### config.mk
export PLATFORM = sky130hd
export DESIGN_NAME = disp_mode_scheduler
export DESIGN_NICKNAME = d
export VERILOG_FILES = /design/src/rtl/disp_pkg.sv /design/src/rtl/disp_tick_gen.sv /design/src/rtl/disp_mode_scheduler.sv
export SDC_FILE = /design/constraint.sdc
export NUM_CORES = 1
export LEC_CHECK = 0
export ABC_AREA = 1
export CAP_MARGIN = 20
export CELL_PAD_IN_SITES_DETAIL_PLACEMENT = 1
export CELL_PAD_IN_SITES_GLOBAL_PLACEMENT = 1
export CORE_AREA = 2 2 104 106
export DETAILED_ROUTE_END_ITERATION = 16
export DIE_AREA = 0 0 106 108
export PLACE_DENSITY_LB_ADDON = 0.1
export SETUP_SLACK_MARGIN = 0.15
export SLEW_MARGIN = 20
export SYNTH_ARGS = -nofsm -noshare
export SYNTH_HDL_FRONTEND = slang
export SYNTH_SLANG_ARGS = --single-unit
### constraint.sdc
create_clock -name clk1khz -period 2.1 [get_ports clk1khz]
set_input_delay 0.315 -clock clk1khz [delete_from_list [all_inputs] [get_ports clk1khz]]
set_output_delay 0.315 -clock clk1khz [all_outputs]
set_load 0.01 [all_outputs]
### src/rtl/disp_pkg.sv
// rtl/disp_pkg.sv - shared mode encoding, blank constants and field-blank helper for the display scheduler
package disp_pkg;

  typedef enum logic [2:0] {
    MODE_TIME   = 3'd0,
    MODE_DATE   = 3'd1,
    MODE_ALARM  = 3'd2,
    MODE_SWATCH = 3'd3,
    MODE_RING   = 3'd4
  } mode_t;

  localparam logic [3:0]  BLANK_NIBBLE = 4'hF;
  localparam logic [23:0] BLANK_ALL    = 24'hFFFFFF;
  localparam logic [1:0]  FIELD_NONE   = 2'd3;

  // Force both digits of the selected two-digit field to the blank code.
  function automatic logic [23:0] blank_field(input logic [23:0] value, input logic [1:0] field);
    logic [23:0] res;
    res = value;
    case (field)
      2'd0:    res[7:0]   = {BLANK_NIBBLE, BLANK_NIBBLE};
      2'd1:    res[15:8]  = {BLANK_NIBBLE, BLANK_NIBBLE};
      2'd2:    res[23:16] = {BLANK_NIBBLE, BLANK_NIBBLE};
      default: res        = value;
    endcase
    return res;
  endfunction

endpackage

### src/rtl/disp_tick_gen.sv
// rtl/disp_tick_gen.sv - blink half-period counter with phase flag and saturating idle timer
module disp_tick_gen #(
  parameter int unsigned BLINK_HALF_MS   = 250,
  parameter int unsigned IDLE_TIMEOUT_MS = 10000
) (
  input  logic clk1khz,
  input  logic rst_n,
  input  logic blink_clr,
  input  logic idle_clr,
  output logic blink_phase,
  output logic idle_max
);

  localparam int unsigned BW = (BLINK_HALF_MS > 1) ? $clog2(BLINK_HALF_MS) : 1;
  localparam int unsigned IW = (IDLE_TIMEOUT_MS > 1) ? $clog2(IDLE_TIMEOUT_MS) : 1;
  localparam logic [BW-1:0] BLINK_LAST = BW'(BLINK_HALF_MS - 1);
  localparam logic [IW-1:0] IDLE_LAST  = IW'(IDLE_TIMEOUT_MS - 1);

  logic [BW-1:0] blink_cnt;
  logic [IW-1:0] idle_cnt;

  // Blink counter: restart in the visible half on clear, toggle phase at each wrap.
  always_ff @(posedge clk1khz) begin
    if (!rst_n) begin
      blink_cnt   <= '0;
      blink_phase <= 1'b1;
    end else if (blink_clr) begin
      blink_cnt   <= '0;
      blink_phase <= 1'b1;
    end else if (blink_cnt == BLINK_LAST) begin
      blink_cnt   <= '0;
      blink_phase <= ~blink_phase;
    end else begin
      blink_cnt   <= blink_cnt + BW'(1);
    end
  end

  // Idle timer: cleared on demand, otherwise counts up and holds at its last value.
  always_ff @(posedge clk1khz) begin
    if (!rst_n) begin
      idle_cnt <= '0;
    end else if (idle_clr) begin
      idle_cnt <= '0;
    end else if (idle_cnt != IDLE_LAST) begin
      idle_cnt <= idle_cnt + IW'(1);
    end
  end

  assign idle_max = (idle_cnt == IDLE_LAST);

endmodule

### src/rtl/disp_mode_scheduler.sv
// rtl/disp_mode_scheduler.sv - display mode FSM and dispnum mux; DISP_LEADING_ZERO_BLANK_EN blanks a zero hour-tens digit
module disp_mode_scheduler
  import disp_pkg::*;
#(
  parameter int unsigned BLINK_HALF_MS   = 250,
  parameter int unsigned IDLE_TIMEOUT_MS = 10000
) (
  input  logic        clk1khz,
  input  logic        rst_n,
  input  logic        key_mode,
  input  logic        key_activity,
  input  logic [23:0] time_bcd,
  input  logic [23:0] date_bcd,
  input  logic [23:0] alarm_bcd,
  input  logic [23:0] swatch_bcd,
  input  logic        edit_en,
  input  logic [1:0]  edit_field,
  input  logic        alarm_ring,
  output logic [23:0] dispnum,
  output logic [2:0]  mode,
  output logic        blink_phase,
  output logic        ring_ack
);

  mode_t       state, state_nxt;
  logic        key_mode_d, ring_d;
  logic [1:0]  edit_field_d;
  logic        mode_edge, ring_rise, ring_fall, ring_evt;
  logic        idle_max, timeout, idle_clr, blink_clr, ack_nxt;
  logic        edit_mode;
  logic [23:0] disp_nxt;

  assign mode_edge = key_mode & ~key_mode_d;
  assign ring_rise = alarm_ring & ~ring_d;
  assign ring_fall = ~alarm_ring & ring_d & (state == MODE_RING);
  assign ring_evt  = ring_rise | ring_fall;
  assign edit_mode = (state == MODE_TIME) || (state == MODE_ALARM);

  // A timeout only fires when nothing of higher priority or any key activity shares the cycle.
  assign timeout   = idle_max & ~key_activity & ~edit_en & ~ring_evt & ~mode_edge &
                     ((state == MODE_DATE) || (state == MODE_ALARM));
  assign idle_clr  = key_activity | mode_edge | edit_en | timeout;
  assign blink_clr = (state_nxt != state) | (edit_field != edit_field_d);
  assign ack_nxt   = ~ring_evt & mode_edge & (state == MODE_RING);
  assign mode      = state;

  // Next mode: ring edges first, then the mode key, then the idle fallback.
  always_comb begin
    state_nxt = state;
    if (ring_rise) begin
      state_nxt = MODE_RING;
    end else if (ring_fall) begin
      state_nxt = MODE_TIME;
    end else if (mode_edge) begin
      case (state)
        MODE_TIME:   state_nxt = MODE_DATE;
        MODE_DATE:   state_nxt = MODE_ALARM;
        MODE_ALARM:  state_nxt = MODE_SWATCH;
        MODE_SWATCH: state_nxt = MODE_TIME;
        default:     state_nxt = state;
      endcase
    end else if (timeout) begin
      state_nxt = MODE_TIME;
    end
  end

  // Source select, optional leading-zero blank, then edit and ring blanking.
  always_comb begin
    case (state)
      MODE_TIME, MODE_RING: disp_nxt = time_bcd;
      MODE_DATE:            disp_nxt = date_bcd;
      MODE_ALARM:           disp_nxt = alarm_bcd;
      MODE_SWATCH:          disp_nxt = swatch_bcd;
      default:              disp_nxt = BLANK_ALL;
    endcase
`ifdef DISP_LEADING_ZERO_BLANK_EN
    if ((edit_mode || (state == MODE_RING)) && (disp_nxt[23:20] == 4'h0))
      disp_nxt[23:20] = BLANK_NIBBLE;
`endif
    if (edit_en && edit_mode && (edit_field != FIELD_NONE) && !blink_phase)
      disp_nxt = blank_field(disp_nxt, edit_field);
    if ((state == MODE_RING) && !blink_phase)
      disp_nxt = BLANK_ALL;
  end

  // FSM state, edge-detect history and registered outputs.
  always_ff @(posedge clk1khz) begin
    if (!rst_n) begin
      state        <= MODE_TIME;
      key_mode_d   <= key_mode;
      ring_d       <= alarm_ring;
      edit_field_d <= edit_field;
      ring_ack     <= 1'b0;
      dispnum      <= BLANK_ALL;
    end else begin
      state        <= state_nxt;
      key_mode_d   <= key_mode;
      ring_d       <= alarm_ring;
      edit_field_d <= edit_field;
      ring_ack     <= ack_nxt;
      dispnum      <= disp_nxt;
    end
  end

  disp_tick_gen #(
    .BLINK_HALF_MS  (BLINK_HALF_MS),
    .IDLE_TIMEOUT_MS(IDLE_TIMEOUT_MS)
  ) u_tick_gen (
    .clk1khz    (clk1khz),
    .rst_n      (rst_n),
    .blink_clr  (blink_clr),
    .idle_clr   (idle_clr),
    .blink_phase(blink_phase),
    .idle_max   (idle_max)
  );

endmodule

==> metrics.log, run 1 <==
[metrics] top_reg_cell synth: dfxtp_1
[metrics] number of nets in the layout: about 630
[metrics] reg-to-reg endpoint: u_tick_gen.blink_cnt[1]
[metrics] power density normalized to cell area: roughly 520 nW/um^2
[metrics] Fillers: ~1,300
[metrics] Clock Tree Root: clkbuf_8
[metrics] final slew viol count: 0
[metrics] Final Power: 2.33 mW
[metrics] DRC violations left: 0
[metrics] die outline height: approximately 110 microns
[metrics] floorplan row count: 37
[metrics] EDFF count, synth: 0
[metrics] half-perimeter wire length after placement: 7810 microns
[metrics] average vias per placed instance: between 4 and 5
[metrics] # clock sinks: 55
[metrics] Routed Antenna Nets: 0
[metrics] accumulated negative setup slack: 0 ns
[metrics] maximum number of pins on one net before global-route repair: 26
[metrics] Detailed Route WL: 10,000 microns
[metrics] number of warning messages in the yosys log: 0
[metrics] IO Count: approximately 130
[metrics] cell leakage power: between 1.5 and 2 nW
[metrics] Critical Path End Type: primary output
[metrics] count of hold buffers inserted by post-cts repair: 0
[metrics] share of synthesized flip-flops with an asynchronous set or reset: 0
[metrics] start point of the critical path: mode[0]
[metrics] floorplan die area: roughly 11,000 sq um
[metrics] area growth from synthesis to layout: 58.9%
[metrics] maximum clock frequency: about 540 MHz
[metrics] nature of the critical path startpoint: flip-flop
[metrics] fraction of layout instances using a drive strength above 1: 0.0825
[metrics] total global routing track utilization: 0.178
[metrics] type of the tightest min-delay check: primary input to flip-flop
[metrics] sequential area share after synthesis: 0.393
[metrics] Hold Crit Start: key_mode
[metrics] mean instance size in the synthesized netlist: approximately 7.4 sq um
[metrics] RSZ-0062 raised after global routing: yes
[metrics] FF+latch count, synth: 55
[metrics] last element of the critical path: mode[0]
[metrics] antenna violations before repair: 0
[metrics] WS Path Type: flip-flop to primary output
[metrics] post-synth net total: between 400 and 500
[metrics] Synth Cell Area: roughly 2800 sq um
[metrics] overflow left after global routing: 0
[metrics] CTS H-tree lvls: 2
[metrics] number of iterations in the first detailed-routing pass: 4
[metrics] required arrival time at the worst endpoint: 1.78 ns
[metrics] antenna fix cells: 0
[metrics] clock latency at the later pin of the worst-skew pair: a little over 0.3 ns
[metrics] number of standard cells after synthesis: between 300 and 400
[metrics] maximum fanout along the worst path: 5
[metrics] final clock skew: ~0.0060 ns
[metrics] max-capacitance violation count: 0
[metrics] vias post-DR: 3,151
[metrics] arrival time at the worst endpoint: 1.54 ns
[metrics] CTS tree: yes
[metrics] Worst slew margin: 0.565
[metrics] Final Critical Period: about 1.9 ns
[metrics] start of the worst register-to-register path: mode[0]
[metrics] distinct cell type count of the synthesized netlist: 33
[metrics] measured slew at the worst slew-check pin: ~0.65 ns
[metrics] Hold Fails Final Rpt: 0
[metrics] Inserted Clock Buffers: 5
[metrics] worst vdd rail ir drop: around 280 uV
[metrics] buffer levels on the longest clock path: 2
[metrics] run status: finished clean
[metrics] drt first-iter violations: ~100
[metrics] number of failing setup endpoints in the final timing report: 0
[metrics] clock transition at the registers of the reported paths: ~0.11 ns
[metrics] total of buffers placed on input and output ports: approximately 130
[metrics] initial core utilization: 0.274
[metrics] r2r setup slk: ~0.26 ns
[metrics] period utilisation layout: 0.885
[metrics] RD Place Congestion: slightly above 0.8
[metrics] Routed WL per cell: between 15 and 20 microns
[metrics] cell count of the worst reg-to-reg path: 9
[metrics] core footprint: just over 10,000 sq um
[metrics] die span in x: around 110 microns
[metrics] number of global-route vias before repair: approximately 3,200
[metrics] global-route wire length before repair: between 15,000 and 20,000 microns
[how the worst min path moves through the flow]
stage,endpoint,slack [ns],cells after the start
6_report,key_mode_d,0.46,1
5_1_grt,key_mode_d,0.47,1
4_1_cts,key_mode_d,0.45,1
3_5_place_dp,u_tick_gen.blink_cnt[0],0.47,1
3_3_place_gp,u_tick_gen.blink_cnt[0],0.44,1
2_1_floorplan,edit_field_d[0],0.34,0
[state kept, by name, summed over array words and instances (netlist names)]
name / cells
dispnum: 24
u_tick_gen.idle_cnt: 14
u_tick_gen.blink_cnt: 8
mode: 3
edit_field_d: 2
key_mode_d: 1
ring_ack: 1
ring_d: 1
u_tick_gen.blink_phase: 1
[worst max-delay path: stages (launching register included)]
cell and delay (ns):
dfxtp_2 0.48, buf_4 0.21, clkdlybuf4s50_1 0.54
[layout by cell type (no fill, tap or decap), types with 5 or more instances in the layout]
master,instances
nand3_1,35
o21ai_0,6
buf_4,15
xor2_1,11
clkbuf_8,5
nor3_1,5
a31oi_1,15
a21oi_1,28
clkdlybuf4s50_1,132
dfxtp_1,51
nand4_1,28
nor2_1,53
inv_1,44
nand2_1,47
a221oi_1,6
[repair_timing]
action	in CTS	in global routing
pin swaps	0	1
buffers inserted	0	2
gates resized for setup	1	5
setup endpoints to repair	3	15
[Yosys cell counts (3+ instances only)]
master,number,area (sq um)
dfxtp_1,55,1100
o21ai_0,6,30.0
a221oi_1,6,52.6
nand2_1,47,176
inv_1,44,165
clkbuf_1,10,37.5
a211oi_1,4,30.0
buf_2,4,20.0
a21oi_1,28,140
nor3_1,5,25.0
ha_1,3,37.5
nand4_1,28,175
a31oi_1,15,93.8
xor2_1,11,96.3
nand3_1,35,175
nor2_1,55,206
[per-stage QoR]
stage	cell area, sq um	setup slack (ns)	std cells	hold WS (ns)	utilization
detailed placement	4330	0.0923	647	0.467	0.423
finish	4450	0.241	657	0.464	0.435
floorplan	2800	0.567	381	0.343	-
global placement	4330	0.160	647	0.443	0.423
CTS	4420	0.154	655	0.454	0.432
global route	4450	0.146	657	0.475	0.435
[cell type report]
class / count / area (sq um) / area share
multi-input cells: 264 / 1460 / 0.329
clock inverters: 2 / 16.3 / 0.00365
well taps: 136 / 170 / 0.0382
clock buffers: 6 / 72.6 / 0.0163
inverters: 45 / 169 / 0.0379
repair buffers: 149 / 1460 / 0.327
flip-flops and latches: 55 / 1110 / 0.248
[logic make-up (layout without fill, tap and decap cells)]
| family | after synthesis | after routing | share of synthesized area |
|---|---|---|---|
| buffers and inverters | 62 | 202 | 0.0902 |
| xor gates and xnor gates | 13 | 13 | 0.0406 |
| adders and majority gates | 3 | 3 | 0.0134 |
| and+or+nand+nor | 184 | 184 | 0.322 |
| AOI/OAI and AO/OA | 64 | 64 | 0.141 |
| DFF | 55 | 55 | 0.393 |
[where the power goes]
part           leakage [nW]  total [mW]  internal [mW]  switching [mW]
Sequential            0.454        1.12           1.10          0.0249
Clock                0.0418       0.622          0.241           0.381
Combinational          1.21       0.585          0.339           0.245
[metal layers]
| metal | vias up | track usage | wire (microns) | part of all wire |
|---|---|---|---|---|
| met5 | - | 0 | 0 | 0 |
| met4 | 0 | 0.0423 | 147 | 0.015 |
| met3 | 10 | 0.0368 | 495 | 0.049 |
| met2 | 80 | 0.332 | 5200 | 0.52 |
| met1 | 1489 | 0.209 | 4180 | 0.42 |
| li1 | 1572 | - | - | - |
Note: power is estimated with default switching activity, not from simulation.
==> run 2, diff against run 1 <==
CELL_PAD_IN_SITES_DETAIL_PLACEMENT = 0   (was 1)
CELL_PAD_IN_SITES_GLOBAL_PLACEMENT = 2   (was 1)
CORE_AREA = 2 2 119 121   (was 2 2 104 106)
DIE_AREA = 0 0 121 123   (was 0 0 106 108)
==> run 2 against run 1 <==
  * Maximum frequency grew 0.64%
  * Combinational power is essentially flat
  * Wire length is 3.1% higher
  * Register-to-register slack improved by 0.14 ns
  * First-iteration DRC count increased by 37%
  * Setup slack better by 0.012 ns
  * Utilization shrank 10 points
  * Critical path type unchanged
==> metrics.log, run 2 (synthesis results as in run 1) <==
[metrics] last element of the critical path: mode[0]
[metrics] total global routing track utilization: 0.147
[metrics] maximum fanout along the worst path: 5
[metrics] max reg flops: 24
[metrics] antenna violations before repair: 0
[metrics] overflow left after global routing: 0
[metrics] number of global-route vias before repair: ~3,200
[metrics] area growth from synthesis to layout: 63.1%
[metrics] worst path buffer plus inverter count: 2
[metrics] post-route standard cell area excluding fillers: around 4600 sq um
[metrics] commonest cells after routing, fill and taps aside: clkdlybuf4s50_1, nor2_1, dfxtp_1, nand2_1, inv_1
[metrics] hold slack final: ~0.48 ns
[metrics] type of the tightest min-delay check: flip-flop to flip-flop
[metrics] number of iterations in the first detailed-routing pass: 4
[metrics] Critical Path End Type: primary output
[metrics] antenna fix cells: 0
[metrics] Hold Fails Final Rpt: 0
[metrics] Largest regs: dispnum (24), u_tick_gen.idle_cnt (14), u_tick_gen.blink_cnt (8)
[metrics] vias post-DR: between 3,000 and 4,000
[metrics] Detailed Route WL: between 10,000 and 15,000 microns
[metrics] number of buffers inserted to repair setup after CTS: 0
[metrics] Clock Tree Root: clkbuf_16
[metrics] DRC violations left: 0
[metrics] dominant delay contributor by cell family on the critical path: buffers and inverters
[metrics] reg-to-reg endpoint: u_tick_gen.blink_cnt[4]
[metrics] WS Path Type: flip-flop to primary output
[metrics] worst setup slack after layout: about 0.25 ns
[metrics] worst vdd rail ir drop: roughly 280 uV
[metrics] measured slew at the worst slew-check pin: 0.402 ns
[metrics] Routed WL per cell: between 10 and 15 microns
[metrics] critical path depth in cells: 2
[metrics] number of nets in the layout: between 600 and 700
[metrics] Routed Antenna Nets: 0
[metrics] Slowest Stage Delay on Critical Path: about 0.54 ns
[metrics] nature of the critical path startpoint: flip-flop
[metrics] instance area after placement: between 4000 and 5000 sq um
[metrics] Worst slew margin: 0.729
[metrics] half-perimeter wire length after placement: 7780 microns
[metrics] total of buffers placed on input and output ports: 132
[metrics] drt first-iter violations: 138
[metrics] run status: finished clean
[metrics] buffer levels on the longest clock path: 2
[metrics] core footprint: roughly 14,000 sq um
[metrics] arrival time at the worst endpoint: 1.53 ns
[metrics] cell leakage power: around 1.7 nW
[metrics] number of failing setup endpoints in the final timing report: 0
[metrics] maximum clock frequency: roughly 540 MHz
[metrics] required arrival time at the worst endpoint: between 1.5 and 2 ns
[metrics] period utilisation layout: 0.880
[metrics] Final Critical Period: around 1.8 ns
[metrics] CTS H-tree lvls: 2
[metrics] CTS tree: yes
[metrics] average vias per placed instance: between 4 and 5
[metrics] floorplan die area: roughly 15,000 sq um
[metrics] number of cells on the worst hold path: 1
[metrics] # clock sinks: 55
[metrics] clock transition at the registers of the reported paths: about 0.070 ns
[metrics] r2r setup slk: about 0.4 ns
[metrics] final clock skew: 0.00402 ns
[metrics] Fillers: 1,443
[metrics] start point of the critical path: mode[0]
[metrics] accumulated negative setup slack: 0 ns
[metrics] RSZ-0062 raised after global routing: no
[metrics] floorplan row count: 43
[metrics] initial core utilization: 0.206
[metrics] global-route wire length before repair: roughly 17,000 microns
[metrics] die span in x: ~120 microns
[metrics] most common library cell in the layout ignoring fill and taps: clkdlybuf4s50_1
[metrics] fraction of layout instances using a drive strength above 1: 0.0843
[metrics] combined area of the multi-input logic cells: 1460 sq um
[metrics] slowest library cell on the worst path: clkdlybuf4s50_1
[metrics] die outline height: approximately 120 microns
[metrics] max-capacitance violation count: 0
[metrics] cell count of the worst reg-to-reg path: 13
[metrics] RD Place Congestion: ~0.74
[metrics] cells along the critical path: buf_4 > clkdlybuf4s50_1
[metrics] Inserted Clock Buffers: 5
[metrics] register ranked first by flip-flop count: dispnum
[metrics] start of the worst register-to-register path: u_tick_gen.idle_cnt[0]
[metrics] IO Count: roughly 130
[metrics] setup slack at placement: between 0.1 and 0.15 ns
[metrics] clock latency at the later pin of the worst-skew pair: ~0.30 ns
[metrics] final slew viol count: 0
[metrics] total area of sequential cells: between 1000 and 1500 sq um
[metrics] maximum number of pins on one net before global-route repair: 34
[metrics] power density normalized to cell area: roughly 570 nW/um^2
==> run 2: per-layer routing <==
| metal | track usage | routed length (microns) | part of all wire |
|---|---|---|---|
| met1 | 0.179 | 4590 | 0.44 |
| met5 | 0 | 0 | 0 |
| met4 | 0.0400 | 117 | 0.011 |
| met3 | 0.0360 | 606 | 0.059 |
| met2 | 0.258 | 5020 | 0.49 |
==> run 2: area by class of cell <==
class | instances | area share
inverter | 45 | 0.0370
sequential | 55 | 0.242
multi-input combinational | 264 | 0.319
timing repair buffer | 150 | 0.319
clock inverter | 2 | 0.00356
clock buffer | 6 | 0.0304
tap | 180 | 0.0493
==> run 2: what timing repair did <==
action / in CTS / in global routing
endpoints found under the setup margin: 1 / 8
hold buffers: 0 / 0
gates resized for setup: 1 / 2
==> run 2: metrics by stage <==
stage	power, mW	std cells	utilization
4_1_cts	2.66	702	0.335
3_3_place_gp	1.74	694	0.324
2_1_floorplan	1.36	381	-
3_5_place_dp	1.74	694	0.324
6_report	2.60	702	0.336
5_1_grt	2.75	702	0.336
==> run 2: worst min-delay path by stage <==
stage                                  startpoint  slack, ns                       to
after floorplan                     edit_field[0]       0.34          edit_field_d[0]
after global placement    u_tick_gen.blink_cnt[0]       0.45  u_tick_gen.blink_cnt[0]
after detailed placement  u_tick_gen.blink_cnt[0]       0.47  u_tick_gen.blink_cnt[0]
after CTS                                key_mode       0.48               key_mode_d
after global routing                     key_mode       0.51               key_mode_d
final                     u_tick_gen.blink_cnt[0]       0.48  u_tick_gen.blink_cnt[0]
==> run 2: worst reg2reg max path, delay by kind of cell (launching register included) <==
family / cells / cell delay [ns]
simple gates: 11 / 1.02
flops: 1 / 0.37
buf+inv: 1 / 0.09
fa+ha+maj: 1 / 0.17
==> run 2: where the power goes <==
part / switching, mW / total, mW / leakage [nW] / internal, mW
clock: 0.415 / 0.894 / 0.0731 / 0.479
combinational: 0.245 / 0.584 / 1.21 / 0.339
sequential: 0.0248 / 1.12 / 0.454 / 1.10
total: 0.685 / 2.60 / 1.73 / 1.91
